[config.mk]
export PLATFORM = sky130hd
export DESIGN_NAME = interlaken_tx_metaframe_sched_flat
export DESIGN_NICKNAME = d
export VERILOG_FILES = /design/src/rtl/interlaken_tx_metaframe_sched_if.sv /design/src/rtl/interlaken_tx_metaframe_sched.sv /design/src/flat_wrapper.sv
export SDC_FILE = /design/constraint.sdc
export NUM_CORES = 1
export LEC_CHECK = 0
export ABC_CLOCK_PERIOD_IN_PS = 3800
export CORE_ASPECT_RATIO = 0.5
export CORE_MARGIN = 2
export CORE_UTILIZATION = 42
export DETAILED_ROUTE_END_ITERATION = 10
export PLACE_DENSITY_LB_ADDON = 0.08
export SKIP_CTS_REPAIR_TIMING = 1
export SLEW_MARGIN = 20
export SYNTH_ARGS = -nofsm -noshare
export SYNTH_HDL_FRONTEND = slang
export SYNTH_SLANG_ARGS = --single-unit
[constraint.sdc]
create_clock -name clk -period 3.8 [get_ports clk]
set_input_delay 0.57 -clock clk [delete_from_list [all_inputs] [get_ports clk]]
set_output_delay 0.57 -clock clk [all_outputs]
set_load 0.02 [all_outputs]
[src/rtl/interlaken_tx_metaframe_sched_if.sv]
// Lane-side stream bundle for the Interlaken TX metaframe scheduler.
// Payload input from the striper and framed lane words out to the scrambler.
interface interlaken_tx_metaframe_sched_if;
    logic [64:0] din;
    logic        din_valid;
    logic        din_ready;
    logic [64:0] dout;
    logic        dout_valid;
    logic        dout_ready;
    logic        scram_bypass;
    logic        meta_start;

    modport master (
        input  din, din_valid, dout_ready,
        output din_ready, dout, dout_valid, scram_bypass, meta_start
    );

    modport slave (
        output din, din_valid, dout_ready,
        input  din_ready, dout, dout_valid, scram_bypass, meta_start
    );
endinterface

[src/rtl/interlaken_tx_metaframe_sched.sv]
// Interlaken TX metaframe scheduler: sync, scrambler state, skip, payload, diag.
// Define TX_DIAG_CRC32_EN to fill diag[31:0] with a CRC-32C of the metaframe.
module interlaken_tx_metaframe_sched #(
    parameter int          META_FRAME_LEN = 10,
    parameter logic [63:0] IDLE_WORD      = 64'h0000_0000_0000_0000,
    parameter logic [63:0] SKIP_WORD      = 64'h1E1E_1E1E_1E1E_1E1E
) (
    input  logic        clk,
    input  logic        srst,
    input  logic        enable,
    input  logic [57:0] scram_state,
    input  logic        lane_status,
    input  logic        link_status,
    interlaken_tx_metaframe_sched_if.master lane
);
    localparam int          SW        = $clog2(META_FRAME_LEN);
    localparam logic [SW-1:0] LAST    = SW'(META_FRAME_LEN - 1);
    localparam logic [SW-1:0] PAY_LO  = SW'(3);
    localparam logic [63:0] SYNC_WORD = 64'h78F6_78F6_78F6_78F6;

    typedef enum logic [1:0] {
        S_IDLE,
        S_RUN,
        S_DRAIN
    } state_t;

    state_t        state;
    logic [SW-1:0] slot;
    logic          load;
    logic          payload;
    logic          last;
    logic [64:0]   word_raw;
    logic [64:0]   word;
    logic [31:0]   crc_field;

    assign load    = (state != S_IDLE) &
                     (!lane.dout_valid | lane.dout_ready);
    assign last    = (slot == LAST);
    assign payload = (slot >= PAY_LO) && (slot < LAST);

    assign lane.din_ready = load & payload;

    always_comb begin
        word_raw = {1'b1, IDLE_WORD};
        unique case (1'b1)
            slot == '0:     word_raw = {1'b1, SYNC_WORD};
            slot == SW'(1): word_raw = {1'b1, 6'b001010, scram_state};
            slot == SW'(2): word_raw = {1'b1, SKIP_WORD};
            last: word_raw = {1'b1, 6'b011001, 24'h0,
                              lane_status, link_status, 32'h0};
            default: begin
                if (lane.din_valid) word_raw = lane.din;
            end
        endcase
    end

`ifdef TX_DIAG_CRC32_EN
    logic [31:0] crc_q;
    logic [31:0] crc_base;
    logic [31:0] crc_nxt;

    function automatic logic [31:0] crc32c_step(
        input logic [31:0] c,
        input logic [63:0] d
    );
        logic [31:0] r;
        r = c;
        for (int i = 63; i >= 0; i--) begin
            if (r[31] ^ d[i]) r = {r[30:0], 1'b0} ^ 32'h1EDC_6F41;
            else              r = {r[30:0], 1'b0};
        end
        return r;
    endfunction

    // Diag is folded in with its CRC field still zero, then complemented.
    assign crc_base  = (slot == '0) ? 32'hFFFF_FFFF : crc_q;
    assign crc_nxt   = crc32c_step(crc_base, word_raw[63:0]);
    assign crc_field = ~crc_nxt;

    always_ff @(posedge clk) begin
        if (srst)      crc_q <= 32'hFFFF_FFFF;
        else if (load) crc_q <= crc_nxt;
    end
`else
    assign crc_field = 32'h0;
`endif

    assign word = {word_raw[64:32], last ? crc_field : word_raw[31:0]};

    always_ff @(posedge clk) begin
        if (srst) begin
            lane.dout         <= '0;
            lane.dout_valid   <= 1'b0;
            lane.scram_bypass <= 1'b0;
            lane.meta_start   <= 1'b0;
            slot              <= '0;
            state             <= S_IDLE;
        end else begin
            if (load) begin
                lane.dout         <= word;
                lane.dout_valid   <= 1'b1;
                lane.scram_bypass <= (slot == '0) | (slot == SW'(1));
                lane.meta_start   <= (slot == '0);
                slot              <= last ? '0 : slot + SW'(1);
            end else if (lane.dout_ready) begin
                lane.dout_valid <= 1'b0;
            end

            unique case (state)
                S_IDLE: begin
                    if (enable) begin
                        state <= S_RUN;
                        slot  <= '0;
                    end
                end
                S_RUN: begin
                    if (!enable) state <= (load & last) ? S_IDLE : S_DRAIN;
                end
                S_DRAIN: begin
                    if (enable)           state <= S_RUN;
                    else if (load & last) state <= S_IDLE;
                end
                default: state <= S_IDLE;
            endcase
        end
    end
endmodule
[src/flat_wrapper.sv]
// flat-port wrapper written by rule: the top's interface ports become plain ports
module interlaken_tx_metaframe_sched_flat 
#(
    parameter int          META_FRAME_LEN = 10,
    parameter logic [63:0] IDLE_WORD      = 64'h0000_0000_0000_0000,
    parameter logic [63:0] SKIP_WORD      = 64'h1E1E_1E1E_1E1E_1E1E
)
  (clk, srst, enable, scram_state, lane_status, link_status, lane_din, lane_din_valid, lane_dout_ready, lane_din_ready, lane_dout, lane_dout_valid, lane_scram_bypass, lane_meta_start);
  interlaken_tx_metaframe_sched_if lane_i ();
  input  logic clk;
  input  logic srst;
  input  logic enable;
  input  logic [57:0] scram_state;
  input  logic lane_status;
  input  logic link_status;
  input wire logic [$bits(lane_i.din)-1:0] lane_din;
  input wire logic [$bits(lane_i.din_valid)-1:0] lane_din_valid;
  input wire logic [$bits(lane_i.dout_ready)-1:0] lane_dout_ready;
  output wire logic [$bits(lane_i.din_ready)-1:0] lane_din_ready;
  output wire logic [$bits(lane_i.dout)-1:0] lane_dout;
  output wire logic [$bits(lane_i.dout_valid)-1:0] lane_dout_valid;
  output wire logic [$bits(lane_i.scram_bypass)-1:0] lane_scram_bypass;
  output wire logic [$bits(lane_i.meta_start)-1:0] lane_meta_start;
  assign lane_i.din = lane_din;
  assign lane_i.din_valid = lane_din_valid;
  assign lane_i.dout_ready = lane_dout_ready;
  assign lane_din_ready = lane_i.din_ready;
  assign lane_dout = lane_i.dout;
  assign lane_dout_valid = lane_i.dout_valid;
  assign lane_scram_bypass = lane_i.scram_bypass;
  assign lane_meta_start = lane_i.meta_start;
  interlaken_tx_metaframe_sched #(.META_FRAME_LEN(META_FRAME_LEN), .IDLE_WORD(IDLE_WORD), .SKIP_WORD(SKIP_WORD)) u_core (.clk(clk), .srst(srst), .enable(enable), .scram_state(scram_state), .lane_status(lane_status), .link_status(link_status), .lane(lane_i));
endmodule
==> summary.txt <==
Status
  – Status: finished, final reports clean

STA
  – Final setup violation count: 0
  – Fin crit share: 0.751
  – RSZ-0062 raised after global routing: no
  – Max Slew Vio Count: 0
  – Final period demand of the worst path: 2850 ps
  – Worst Clk Skew: 7.73 ps
  – TNS Setup: 0 ps
  – Fmax: 350 MHz
  – Hold WS: 452 ps
  – Slew @ Worst Pin: 798 ps
  – Final Hold Viols: 0
  – Max transition margin: 0.467

Setup path
  – FF-to-FF path depth: 5
  – Worst R2R Setup Slack: 1630 ps
  – Crit-path cells: a21oi_1, nor2_1, a21oi_1, nor2_1, clkdlybuf4s50_1
  – Reg-to-reg startpoint: u_core.slot[0]
  – Slowest CP cell: dfxtp_1
  – Setup Crit Path Kind: reg2out
  – Setup crit end kind: primary output
  – Critical path data arrival time: 2280 ps
  – Worst Setup EP: lane_din_ready
  – Worst-path maximum fanout: 21
  – Startpoint types: flip-flop
  – Max incr delay on CP: 840 ps
  – WP data required: 3230 ps
  – Worst Setup SP: u_core.slot[1]
  – Crit Reg-Reg Endpoint: u_core.lane.dout[3]

Synth
  – Post-synth net total: 576
  – Synth area leader: dfxtp_1
  – Predominant post-synthesis flop cell: dfxtp_1
  – Syn_area_per_cell: 7.94 sq um
  – Most instantiated cells after synthesis: 74 x a21oi_1, 74 x dfxtp_1, 68 x nand2_1
  – Async set or reset register ratio after synthesis: 0
  – Number of synthesized flops with an enable pin: 0
  – Post-synth cell types: 41
  – Seq/Total Area, Yosys: 0.419
  – Synth Instances: 446
  – Number of synthesized register bits: 74
  – Synth warn: 0
  – Post-synth top area share: 0.419
  – Most area-consuming cells after synthesis: dfxtp_1 42%, a21oi_1 10%, nand2_1 7.2%
  – Mapped Area: 3540 sq um

Die
  – Die footprint: 9220 sq um
  – CORE AREA: 8090 sq um
  – # rows: 23
  – I/O pin count: 199
  – Die height: 68.9 um
  – Die X: 134 um
  – Starting Density: 0.438

Placement
  – Placed instance count: 725
  – Detail Placement HPWL: 8330 um
  – Gp weighted congestion: 0.818
  – Port Buf Inserts: 198

Routing
  – Via/cell ratio: 5.41
  – Post-Route WL: 12100 um
  – Via count: 4015
  – ANT nets after route: 0
  – Routed WL per cell: 16.3 um
  – Router iterations before antenna repair: 4
  – DR iter-0 viols: 233
  – Number of remaining DRC errors: 0

Power and ir drop
  – P_leak: 2.08 nW
  – Power Density: 370 nW/um^2
  – Tot Pwr: 0.00216 W
  – Maximum VDD drop: 0.000230 V

Min path
  – Type of the most critical hold path: reg2reg

Cells and area
  – FF+latch area: 1480 sq um
  – # nets final: 755
  – Final core occ: 0.723
  – Final Instance Count excl. Fillers: 742
  – # fillers: 634
  – Ant. Diodes: 0
  – Layout cell share with drive strength beyond 1: 0.0556
  – Area occupied by multi-input gates: 1880 sq um
  – Area grow syn2layout: 65.3%

Clocking
  – Clk slew on worst S/H paths: 50 ps
  – Buffers from clock root to sink, at most: 2
  – Clk sink count: 74
  – Htree depth: 3
  – CTS Buf Count: 9
  – TritonCTS clock tree: yes
  – Root Buffer: clkbuf_16
  – Clock latency on the worst-skew pair: 330 ps

Global routing
  – Overflow after GRT: 0
  – Antenna violations before repair: 0
  – Global-route wire length before repair: 18400 um
  – Largest net degree at the start of global routing: 58
  – All-Layer GR Usage: 0.258
  – Vias in the first global route: 3638

Run
  – Max-Cap Viols: 0
## flip-flops by register name, summed over array words and instances (netlist names)
name / cells
u_core.state: 2
u_core.lane.scram_bypass: 1
u_core.lane.meta_start: 1
u_core.lane.dout_valid: 1
u_core.slot: 4
u_core.lane.dout: 65
## layout make-up
class / instances / area share
sequential: 74 / 0.253
multi-input combinational: 326 / 0.322
clock buffer: 11 / 0.0415
inverter: 8 / 0.00513
tap: 112 / 0.0240
timing repair buffer: 206 / 0.349
clock inverter: 5 / 0.00513
## where the power goes
part           leakage (nW)  internal (W)  switching, W
sequential            0.609      0.000836     0.0000369
clock                 0.131      0.000456      0.000321
combinational          1.34      0.000275      0.000236
## metal layers
| layer | share of wire | wire (um) | vias to the layer above | track usage |
|---|---|---|---|---|
| met1 | 0.43 | 5240 | 1864 | 0.325 |
| met2 | 0.46 | 5550 | 183 | 0.431 |
| li1 | - | - | 1955 | - |
| met4 | 0.0096 | 116 | 0 | 0.0612 |
| met5 | 0 | 0 | - | 0 |
| met3 | 0.097 | 1170 | 13 | 0.0906 |
## cell families (layout without fill, tap and decap cells)
kind of cell,Yosys count,count (layout),synth area share
flops,74,74,0.419
xor+xnor,2,2,0.00495
simple gates,178,178,0.247
buf+inv,46,230,0.0566
compound gates,145,145,0.270
mux,1,1,0.00283
## placed cells by master (no fill, tap or decap), types with 2 or more instances in the layout
| master | instances |
|---|---|
| a211o_1 | 7 |
| a211oi_1 | 6 |
| a21o_1 | 7 |
| a21oi_1 | 74 |
| a221oi_1 | 15 |
| a311oi_1 | 12 |
| a32oi_1 | 2 |
| buf_4 | 7 |
| clkbuf_16 | 9 |
| clkdlybuf4s50_1 | 197 |
| clkinv_2 | 3 |
| clkinvlp_4 | 2 |
| dfxtp_1 | 74 |
| inv_1 | 8 |
| nand2_1 | 68 |
| nand2b_1 | 15 |
| nand3b_1 | 3 |
| nor2_1 | 44 |
| nor2b_1 | 4 |
| nor3_1 | 18 |
| o211ai_1 | 6 |
| o21ai_1 | 3 |
| o2bb2ai_1 | 7 |
| or3_1 | 14 |
| or3b_1 | 2 |
| xnor2_1 | 2 |
## worst min-delay path by stage
stage / from / to / cells after the start
final: u_core.lane.meta_start / u_core.lane.meta_start / 2
after global routing: u_core.lane.dout[4] / u_core.lane.dout[4] / 2
after floorplan: u_core.state[1] / u_core.state[0] / 1
after global placement: u_core.lane.dout[8] / u_core.lane.dout[8] / 2
after CTS: u_core.lane.meta_start / u_core.lane.meta_start / 2
after detailed placement: u_core.lane.meta_start / u_core.lane.meta_start / 2
## critical path: cells and delay by family (launching register included)
| family | cells | cell delay [ps] |
|---|---|---|
| DFF | 1 | 840 |
| buffers and inverters | 1 | 610 |
| AOI/OAI and AO/OA | 2 | 260 |
| and+or+nand+nor | 2 | 260 |
## stage by stage
stage / setup slack [ps] / cell area (sq um)
2_1_floorplan: 1630 / 3540
3_3_place_gp: 1170 / 5570
3_5_place_dp: 1170 / 5570
4_1_cts: 937 / 5840
5_1_grt: 740 / 5850
6_report: 946 / 5850
(Power assumes the default switching activity.)
